<file path="src/rtl/aes_core_arbiter_if.sv">
// aes_core_arbiter_if: groups the two requester channels, the AES core
// connection, and the status outputs of aes_core_arbiter into one bundle.
// The slave modport is the arbiter side. The master modport is the
// requester/core side.
interface aes_core_arbiter_if;
  // Requester 0 (handshake engine)
  logic         req0_valid;
  logic         req0_ready;
  logic [127:0] req0_key;
  logic [127:0] req0_data;
  logic         rsp0_valid;
  logic         rsp0_ready;
  logic [127:0] rsp0_data;

  // Requester 1 (record layer)
  logic         req1_valid;
  logic         req1_ready;
  logic [127:0] req1_key;
  logic [127:0] req1_data;
  logic         rsp1_valid;
  logic         rsp1_ready;
  logic [127:0] rsp1_data;

  // Shared combinational AES core
  logic [127:0] aes_key;
  logic [127:0] aes_data;
  logic [127:0] aes_cdata;

  // Status
  logic         busy;
  logic [15:0]  stat_cnt0;
  logic [15:0]  stat_cnt1;

  modport slave (
    input  req0_valid, req0_key, req0_data, rsp0_ready,
    input  req1_valid, req1_key, req1_data, rsp1_ready,
    input  aes_cdata,
    output req0_ready, rsp0_valid, rsp0_data,
    output req1_ready, rsp1_valid, rsp1_data,
    output aes_key, aes_data,
    output busy, stat_cnt0, stat_cnt1
  );

  modport master (
    output req0_valid, req0_key, req0_data, rsp0_ready,
    output req1_valid, req1_key, req1_data, rsp1_ready,
    output aes_cdata,
    input  req0_ready, rsp0_valid, rsp0_data,
    input  req1_ready, rsp1_valid, rsp1_data,
    input  aes_key, aes_data,
    input  busy, stat_cnt0, stat_cnt1
  );
endinterface

</file>
<file path="src/rtl/aes_core_arbiter.sv">
// aes_core_arbiter: round-robin sequencer that shares one combinational
// AES-128 core between two requesters.
//
// Operation:
// - The granted key and plaintext are registered onto the core inputs.
// - The inputs are held for SETTLE_CYCLES (legal range 1..15), then the
//   ciphertext is captured.
// - The ciphertext is returned on the owner's response channel.
// - After the response is consumed, the core inputs and the response
//   register are zeroized.
//
// Optional per-requester completion counters are built when the macro
// AES_CORE_ARB_STATS_EN is defined. Otherwise stat_cnt0/stat_cnt1 read 0.
module aes_core_arbiter #(
  parameter int unsigned SETTLE_CYCLES = 2
) (
  input  logic              clk,
  input  logic              rst,
  aes_core_arbiter_if.slave bus
);

  typedef enum logic [1:0] {
    ST_IDLE   = 2'd0,
    ST_SETTLE = 2'd1,
    ST_RESP   = 2'd2
  } state_e;

  localparam logic [3:0] CNT_LOAD = 4'(SETTLE_CYCLES - 32'd1);

  state_e       state_q, state_d;
  logic         last_grant_q, last_grant_d;
  logic         owner_q, owner_d;
  logic [3:0]   cnt_q, cnt_d;
  logic [127:0] aes_key_q, aes_key_d;
  logic [127:0] aes_data_q, aes_data_d;
  logic [127:0] resp_q, resp_d;

  logic         grant0;
  logic         grant1;
  logic         rsp_fire;

  // Round-robin grant: a lone requester wins; on a tie the one not served last wins.
  always_comb begin
    grant0 = 1'b0;
    grant1 = 1'b0;
    if (state_q == ST_IDLE) begin
      if (bus.req0_valid && bus.req1_valid) begin
        if (last_grant_q) begin
          grant0 = 1'b1;
        end else begin
          grant1 = 1'b1;
        end
      end else if (bus.req0_valid) begin
        grant0 = 1'b1;
      end else if (bus.req1_valid) begin
        grant1 = 1'b1;
      end else begin
        grant0 = 1'b0;
        grant1 = 1'b0;
      end
    end else begin
      grant0 = 1'b0;
      grant1 = 1'b0;
    end
  end

  // Next-state logic: load core inputs, count out the settle time, capture, then zeroize.
  always_comb begin
    state_d      = state_q;
    last_grant_d = last_grant_q;
    owner_d      = owner_q;
    cnt_d        = cnt_q;
    aes_key_d    = aes_key_q;
    aes_data_d   = aes_data_q;
    resp_d       = resp_q;
    rsp_fire     = 1'b0;
    case (state_q)
      ST_IDLE: begin
        if (grant0 || grant1) begin
          aes_key_d    = grant1 ? bus.req1_key  : bus.req0_key;
          aes_data_d   = grant1 ? bus.req1_data : bus.req0_data;
          owner_d      = grant1;
          last_grant_d = grant1;
          cnt_d        = CNT_LOAD;
          state_d      = ST_SETTLE;
        end else begin
          state_d = ST_IDLE;
        end
      end
      ST_SETTLE: begin
        if (cnt_q == 4'd0) begin
          resp_d  = bus.aes_cdata;
          state_d = ST_RESP;
        end else begin
          cnt_d = cnt_q - 4'd1;
        end
      end
      ST_RESP: begin
        rsp_fire = owner_q ? bus.rsp1_ready : bus.rsp0_ready;
        if (rsp_fire) begin
          aes_key_d  = 128'd0;
          aes_data_d = 128'd0;
          resp_d     = 128'd0;
          state_d    = ST_IDLE;
        end else begin
          state_d = ST_RESP;
        end
      end
      default: begin
        aes_key_d  = 128'd0;
        aes_data_d = 128'd0;
        resp_d     = 128'd0;
        cnt_d      = 4'd0;
        state_d    = ST_IDLE;
      end
    endcase
  end

  // State and datapath registers; reset aborts any transaction in flight.
  always_ff @(posedge clk) begin
    if (rst) begin
      state_q      <= ST_IDLE;
      last_grant_q <= 1'b1;
      owner_q      <= 1'b0;
      cnt_q        <= 4'd0;
      aes_key_q    <= 128'd0;
      aes_data_q   <= 128'd0;
      resp_q       <= 128'd0;
    end else begin
      state_q      <= state_d;
      last_grant_q <= last_grant_d;
      owner_q      <= owner_d;
      cnt_q        <= cnt_d;
      aes_key_q    <= aes_key_d;
      aes_data_q   <= aes_data_d;
      resp_q       <= resp_d;
    end
  end

  // Outputs are decoded from registered state only, except the IDLE grants.
  // Ciphertext is gated so a non-owner always sees zero data.
  assign bus.req0_ready = grant0;
  assign bus.req1_ready = grant1;
  assign bus.rsp0_valid = (state_q == ST_RESP) && !owner_q;
  assign bus.rsp1_valid = (state_q == ST_RESP) && owner_q;
  assign bus.rsp0_data  = bus.rsp0_valid ? resp_q : 128'd0;
  assign bus.rsp1_data  = bus.rsp1_valid ? resp_q : 128'd0;
  assign bus.aes_key    = aes_key_q;
  assign bus.aes_data   = aes_data_q;
  assign bus.busy       = (state_q != ST_IDLE);

`ifdef AES_CORE_ARB_STATS_EN
  logic [15:0] stat_cnt0_q, stat_cnt0_d;
  logic [15:0] stat_cnt1_q, stat_cnt1_d;

  // Count completed responses per owner, saturating at all-ones.
  always_comb begin
    stat_cnt0_d = stat_cnt0_q;
    stat_cnt1_d = stat_cnt1_q;
    if (rsp_fire && !owner_q && (stat_cnt0_q != 16'hFFFF)) begin
      stat_cnt0_d = stat_cnt0_q + 16'd1;
    end else if (rsp_fire && owner_q && (stat_cnt1_q != 16'hFFFF)) begin
      stat_cnt1_d = stat_cnt1_q + 16'd1;
    end else begin
      stat_cnt0_d = stat_cnt0_q;
      stat_cnt1_d = stat_cnt1_q;
    end
  end

  // Counter registers, cleared by reset.
  always_ff @(posedge clk) begin
    if (rst) begin
      stat_cnt0_q <= 16'd0;
      stat_cnt1_q <= 16'd0;
    end else begin
      stat_cnt0_q <= stat_cnt0_d;
      stat_cnt1_q <= stat_cnt1_d;
    end
  end

  assign bus.stat_cnt0 = stat_cnt0_q;
  assign bus.stat_cnt1 = stat_cnt1_q;
`else
  assign bus.stat_cnt0 = 16'h0000;
  assign bus.stat_cnt1 = 16'h0000;
`endif

endmodule

</file>
<file path="src/flat_wrapper.sv">
// flat-port wrapper written by rule: the top's interface ports become plain ports
module aes_core_arbiter_flat 
#(
  parameter int unsigned SETTLE_CYCLES = 2
)
  (clk, rst, bus_req0_valid, bus_req0_key, bus_req0_data, bus_rsp0_ready, bus_req1_valid, bus_req1_key, bus_req1_data, bus_rsp1_ready, bus_aes_cdata, bus_req0_ready, bus_rsp0_valid, bus_rsp0_data, bus_req1_ready, bus_rsp1_valid, bus_rsp1_data, bus_aes_key, bus_aes_data, bus_busy, bus_stat_cnt0, bus_stat_cnt1);
  aes_core_arbiter_if bus_i ();
  input  logic clk;
  input  logic rst;
  input wire logic [$bits(bus_i.req0_valid)-1:0] bus_req0_valid;
  input wire logic [$bits(bus_i.req0_key)-1:0] bus_req0_key;
  input wire logic [$bits(bus_i.req0_data)-1:0] bus_req0_data;
  input wire logic [$bits(bus_i.rsp0_ready)-1:0] bus_rsp0_ready;
  input wire logic [$bits(bus_i.req1_valid)-1:0] bus_req1_valid;
  input wire logic [$bits(bus_i.req1_key)-1:0] bus_req1_key;
  input wire logic [$bits(bus_i.req1_data)-1:0] bus_req1_data;
  input wire logic [$bits(bus_i.rsp1_ready)-1:0] bus_rsp1_ready;
  input wire logic [$bits(bus_i.aes_cdata)-1:0] bus_aes_cdata;
  output wire logic [$bits(bus_i.req0_ready)-1:0] bus_req0_ready;
  output wire logic [$bits(bus_i.rsp0_valid)-1:0] bus_rsp0_valid;
  output wire logic [$bits(bus_i.rsp0_data)-1:0] bus_rsp0_data;
  output wire logic [$bits(bus_i.req1_ready)-1:0] bus_req1_ready;
  output wire logic [$bits(bus_i.rsp1_valid)-1:0] bus_rsp1_valid;
  output wire logic [$bits(bus_i.rsp1_data)-1:0] bus_rsp1_data;
  output wire logic [$bits(bus_i.aes_key)-1:0] bus_aes_key;
  output wire logic [$bits(bus_i.aes_data)-1:0] bus_aes_data;
  output wire logic [$bits(bus_i.busy)-1:0] bus_busy;
  output wire logic [$bits(bus_i.stat_cnt0)-1:0] bus_stat_cnt0;
  output wire logic [$bits(bus_i.stat_cnt1)-1:0] bus_stat_cnt1;
  assign bus_i.req0_valid = bus_req0_valid;
  assign bus_i.req0_key = bus_req0_key;
  assign bus_i.req0_data = bus_req0_data;
  assign bus_i.rsp0_ready = bus_rsp0_ready;
  assign bus_i.req1_valid = bus_req1_valid;
  assign bus_i.req1_key = bus_req1_key;
  assign bus_i.req1_data = bus_req1_data;
  assign bus_i.rsp1_ready = bus_rsp1_ready;
  assign bus_i.aes_cdata = bus_aes_cdata;
  assign bus_req0_ready = bus_i.req0_ready;
  assign bus_rsp0_valid = bus_i.rsp0_valid;
  assign bus_rsp0_data = bus_i.rsp0_data;
  assign bus_req1_ready = bus_i.req1_ready;
  assign bus_rsp1_valid = bus_i.rsp1_valid;
  assign bus_rsp1_data = bus_i.rsp1_data;
  assign bus_aes_key = bus_i.aes_key;
  assign bus_aes_data = bus_i.aes_data;
  assign bus_busy = bus_i.busy;
  assign bus_stat_cnt0 = bus_i.stat_cnt0;
  assign bus_stat_cnt1 = bus_i.stat_cnt1;
  aes_core_arbiter #(.SETTLE_CYCLES(SETTLE_CYCLES)) u_core (.clk(clk), .rst(rst), .bus(bus_i));
endmodule
</file>
<file path="config.mk">
export PLATFORM = sky130hd
export DESIGN_NAME = aes_core_arbiter_flat
export DESIGN_NICKNAME = d
export VERILOG_FILES = /design/src/rtl/aes_core_arbiter_if.sv /design/src/rtl/aes_core_arbiter.sv /design/src/flat_wrapper.sv
export SDC_FILE = /design/constraint.sdc
export NUM_CORES = 1
export LEC_CHECK = 0
export ABC_CLOCK_PERIOD_IN_PS = 3700
export BUFFER_PORTS_ARGS = -buffer_cell sky130_fd_sc_hd__buf_4
export CORE_AREA = 2 2 460 462
export CTS_CLUSTER_DIAMETER = 150
export CTS_CLUSTER_SIZE = 30
export DETAILED_ROUTE_END_ITERATION = 16
export DIE_AREA = 0 0 462 464
export PLACE_DENSITY = 0.38
export REMOVE_ABC_BUFFERS = 1
export SLEW_MARGIN = 0
export SYNTH_ARGS = -nofsm -noshare
export SYNTH_HDL_FRONTEND = slang
export SYNTH_SLANG_ARGS = --single-unit
</file>
<file path="constraint.sdc">
create_clock -name clk -period 3.7 [get_ports clk]
set_input_delay 0.185 -clock clk [delete_from_list [all_inputs] [get_ports clk]]
set_output_delay 0.185 -clock clk [all_outputs]
set_load 0.02 [all_outputs]
</file>
# After elaboration in Yosys (flattened, before gate mapping)
# Cells that the tools add are included.
classes:
  mux: 28
  n_reduce_logical: 12
  shifts: 0
  n_eq_ne: 6
  addsub: 1
  bitwise_logic: 3
  n_mul: 0
  magnitude_cmp: 0
  div: 0
ops:
  columns: ["cell", "count"]
  rows:
  - ["$pmux W128 S3", 3]
  - ["$mux W128", 8]
  - ["$pmux W4 S3", 1]
  - ["$mux W1", 11]
  - ["$reduce_and A3 Y1", 3]
  - ["$mux W4", 2]
  - ["$pmux W2 S3", 1]
  - ["$logic_not A4 Y1", 1]
  - ["$mux W2", 2]
  - ["$ne A2 B1 Y1 const B", 2]
  - ["$ne A2 B2 Y1 const B", 2]
  - ["$sub A4 B1 Y4 const B", 1]
  - ["$logic_and A1 B1 Y1", 3]
  - ["$not A1 Y1", 3]
  - ["$eq A2 B1 Y1 const B", 1]
  - ["$eq A2 B2 Y1 const B", 1]
  - ["$logic_not A2 Y1", 1]
  - ["$reduce_and A2 Y1", 1]
  - ["$reduce_bool A2 Y1", 1]
  - ["$logic_not A1 Y1", 1]
  - ["$logic_or A1 B1 Y1", 1]
totals:
  elab_cells: 57
  mem_bits_rw: 0
  memories: 0
  romBits: 0
  input_bits: 646
  latch_bits: 0
  out_inout_bits: 549
  register_bits: 392

# Logic depth before layout (Yosys ltp)
depth:
  depth_word: 7
  mapped_depth: 7
  depth_no_buf: 5

# Least setup slack after synthesis
# No wires, ideal clock.
synth_timing:
  kind: "reg2out"
  startpoint: "register u_core.state_q[1]"
  endpoint: "output bus_rsp0_data[108]"
  required_time_ns: 3.515
  n_path_buf: 3
  t_arrival_ns: 1.413
  stages_incl_launch_ff: 7
  slack_ns: 2.102
  cell_sequence: "dfxtp_1 -> clkbuf_2 -> inv_2 -> nor3_2 -> clkbuf_1 -> clkbuf_1 -> and2_1"
synth_via:
  elab_chain_len: 3
synth_rtl:
  columns: ["item", "line_no", "rtl"]
  rows:
  - ["from (decl)", "aes_core_arbiter.sv:30", "state_e state_q, state_d;"]
  - ["from (signal assigned)", "aes_core_arbiter.sv:130", "state_q <= state_d;"]
  - ["$eq A2 B2 Y1", "aes_core_arbiter.sv:144", "assign bus.rsp0_valid = (state_q == ST_RESP) && !owner_q;"]
  - ["$logic_and A1 B1 Y1", "aes_core_arbiter.sv:144", null]
  - ["$mux W128", "aes_core_arbiter.sv:146", "assign bus.rsp0_data = bus.rsp0_valid ? resp_q : 128'd0;"]
  - ["to (decl)", "flat_wrapper.sv:21", "output wire logic [$bits(bus_i.rsp0_data)-1:0] bus_rsp0_data;"]
# No other way between the ends.

# Worst setup path in the final report
layout_timing:
  startpoint: "register u_core.state_q[1]"
  endpoint: "output bus_rsp0_data[76]"
# The elaborated chain is that of the path after synthesis.

==> out/qor.yml <==
clock_tree:
  cts_resized: 0
  root_buffer: "clkbuf_16"
  cts_tree: "built"
  h-tree-depth: 1
  clock-sinks: 392
  cts.path.max_buffers: 3
  path_clk_slew_ns: 0.10
  clk_latency_ns: 0.65
  post_cts_buffers: 0
  numCtsBuffers: 20
  cts_hold_buffers: 645
cells_and_area:
  layout-drive-gt1-share: 0.346
  fill_cells: 23600
  fin_nets: 4290
  area_growth_pct: 100
drt:
  drc: 0
  vias_per_cell: 3.54
  wl_mm: 145
  ant_nets: 0
  num_vias: 22900
  avgRoutedWirePerCell_um: 22.4
  drt_pass1_iterations: 5
  dr.first_iter.drc_count: 1134
floorplanning:
  ios: 1195
  die_width_um: 462
  start_util: 0.0897
  core_mm2: 0.209
  die-area_mm2: 0.214
  fp.dieH_um: 464
  placementRows: 168
timing:
  setup_tns_ns: 0
  maxSlewViolCount: 0
  fmax_mhz: 328
  rsz0062_at_grt: "false"
  setup_viol: 0
  max_slew_margin: 0.323
  fin_crit_sh: 0.823
  hold_viol_final: 0
  min_period_ns: 3.05
  tightest_slew_ns: 1.02
  finalClockSkew_ns: 0.0407
power:
  power.total_w: 0.0145
  p_leak_nw: 15.7
  combinationalPowerShare: 0.410
  power_frac_clock: 0.203
  p_int_w: 0.00862
  ir_worst_vdd_uv: 314
  p_sw_w: 0.00590
  powerDensity_mw_per_mm2: 386
  switching_share: 0.406
  seqPwrFrac: 0.386
synthesis:
  synthesis.area_mm2: 0.0188
  ys_seq_area_frac: 0.418
  yosys_warnings: 0
  avgSynthCellArea_um2: 9.42
  ys_seq_elements: 392
  async_reset_ff_frac: 0
  synth-main-ff-cell: "dfxtp_1"
  synth_cell_types: 44
  synth-edff-count: 0
  syn_inst: 1990
grt:
  grt_pass1_vias: 23700
  grt_overflow_total: 0
  grt_antenna_before_repair: 68
  grt_pass1_wl_mm: 192
  grt_max_degree: 130
  grt_use_total: 0.127
worst_setup_path:
  worstSetupStartpointType: "flip-flop"
  path_max_fanout: 129
  reg2reg_setup_slack_ns: 0.95
  crit_type: "reg -> out"
  worst_setup_path_end_kind: "output port"
  cp.arrival_ns: 2.86
  cp.required_ns: 3.51
job:
  drv_cap: 0
placement:
  dpl.hpwl_mm: 115
  port_buffers: 1162
  gp_congestion: 0.895
hold_path:
  hold_class: "in -> reg"
status:
  status: "complete, no violations"
[cell usage in the layout, fill, tap and decap left out, drive strengths merged, types with 3 or more instances in the layout]
cell type / Yosys / routed
buf: 172 / 1216
diode: 0 / 6
nand3: 386 / 386
conb: 1 / 32
nor3: 3 / 3
dlygate4sd3: 0 / 645
and3: 129 / 129
nor2b: 3 / 3
inv: 7 / 13
clkbuf: 90 / 22
o2bb2ai: 257 / 257
mux2i: 257 / 257
clkinv: 0 / 4
a31oi: 130 / 130
and2: 129 / 129
dfxtp: 392 / 392
a21oi: 3 / 3
nand2: 3 / 3
[critical path, cell delays in order (launching register included)]
cell     delay, ns
dfxtp_1       0.57
inv_6         0.28
nor3_4        0.29
buf_12        0.34
and2_1        0.36
buf_4         0.20
[metrics by stage]
step	instance area (µm²)	hold WS, ns	util	cells	setup slack [ns]
finish	37600	0.277	0.180	6463	0.653
floorplan	17500	0.254	-	1759	-15.38
CTS	37600	0.237	0.180	6457	0.558
global placement	30400	0.446	0.146	5780	1.14
detailed placement	30400	0.448	0.146	5780	1.13
global route	37600	0.281	0.180	6460	0.434
[metal layers]
metal  track usage  part of all wire  vias to the layer above
li1              -                 -                    10700
met1         0.140              0.38                    11100
met2         0.233              0.51                      979
met3        0.0368             0.084                      196
met4        0.0350             0.034                       14
met5             0           0.00062                        -
[registers in the layout, indices dropped and copies added (netlist names)]
| register | cells |
|---|---|
| u_core.bus.aes_data | 128 |
| u_core.bus.aes_key | 128 |
| u_core.resp_q | 128 |
| u_core.cnt_q | 4 |
| u_core.state_q | 2 |
| u_core.last_grant_q | 1 |
| u_core.owner_q | 1 |
[cell families (layout without fill, tap and decap cells)]
group / after synthesis / in the layout / synth area share
adder cells (fa/ha/maj): 2 / 2 / 0.00133
buffers and inverters: 269 / 1900 / 0.0757
multiplexers: 257 / 257 / 0.137
AND/OR/NAND/NOR: 667 / 667 / 0.197
other: 1 / 38 / 0.000200
flip-flops: 392 / 392 / 0.418
AO/OA/AOI/OAI: 402 / 402 / 0.170
[worst paths after layout]
path                          start                endpoint  cells past startpoint
max               u_core.state_q[1]       bus_rsp0_data[76]                      5
min                  bus_rsp0_ready       u_core.resp_q[76]                      5
max reg2reg       u_core.state_q[1]       u_core.resp_q[78]                      7
min reg2reg  u_core.bus.aes_key[57]  u_core.bus.aes_key[57]                      1
[layout make-up]
cell class                      count  area [µm²]  area share
Timing Repair Buffer             1861       15800       0.420
Multi-Input combinational cell   1360        9700       0.258
Sequential cell                   392        7850       0.209
Tap cell                         2805        3510      0.0934
Clock buffer                       22         529      0.0141
Clock inverter                     10         143     0.00380
Inverter                            7        31.3    0.000832
Antenna cell                        6        15.0    0.000400
[power groups by stage]
stage	logic, W	clock network (W)	registers [W]
global placement	0.00532	0	0.00569
detailed placement	0.00534	0	0.00569
global route	0.00640	0.00326	0.00571
floorplan	0.00241	0	0.00599
finish	0.00596	0.00295	0.00561
CTS	0.00608	0.00317	0.00561
[synthesized netlist by cell type (2+ instances only)]
master | instances | area [µm²]
o2bb2ai_1 | 256 | 2240
buf_1 | 4 | 15.0
nand3_1 | 386 | 1930
inv_1 | 6 | 22.5
and3_1 | 129 | 807
clkbuf_1 | 89 | 334
nor2_1 | 2 | 7.51
buf_6 | 11 | 124
nand2b_1 | 2 | 12.5
a31oi_1 | 130 | 813
buf_4 | 52 | 390
a21oi_1 | 3 | 15.0
nor3_1 | 2 | 10.0
buf_2 | 105 | 526
or4_1 | 2 | 15.0
mux2i_1 | 257 | 2570
nor2b_1 | 3 | 18.8
or3b_2 | 2 | 17.5
nand2_1 | 3 | 11.3
and2_1 | 129 | 807
dfxtp_1 | 392 | 7850
a22oi_1 | 2 | 15.0
ha_1 | 2 | 25.0
No activity file was read; power rests on OpenSTA's default activity.
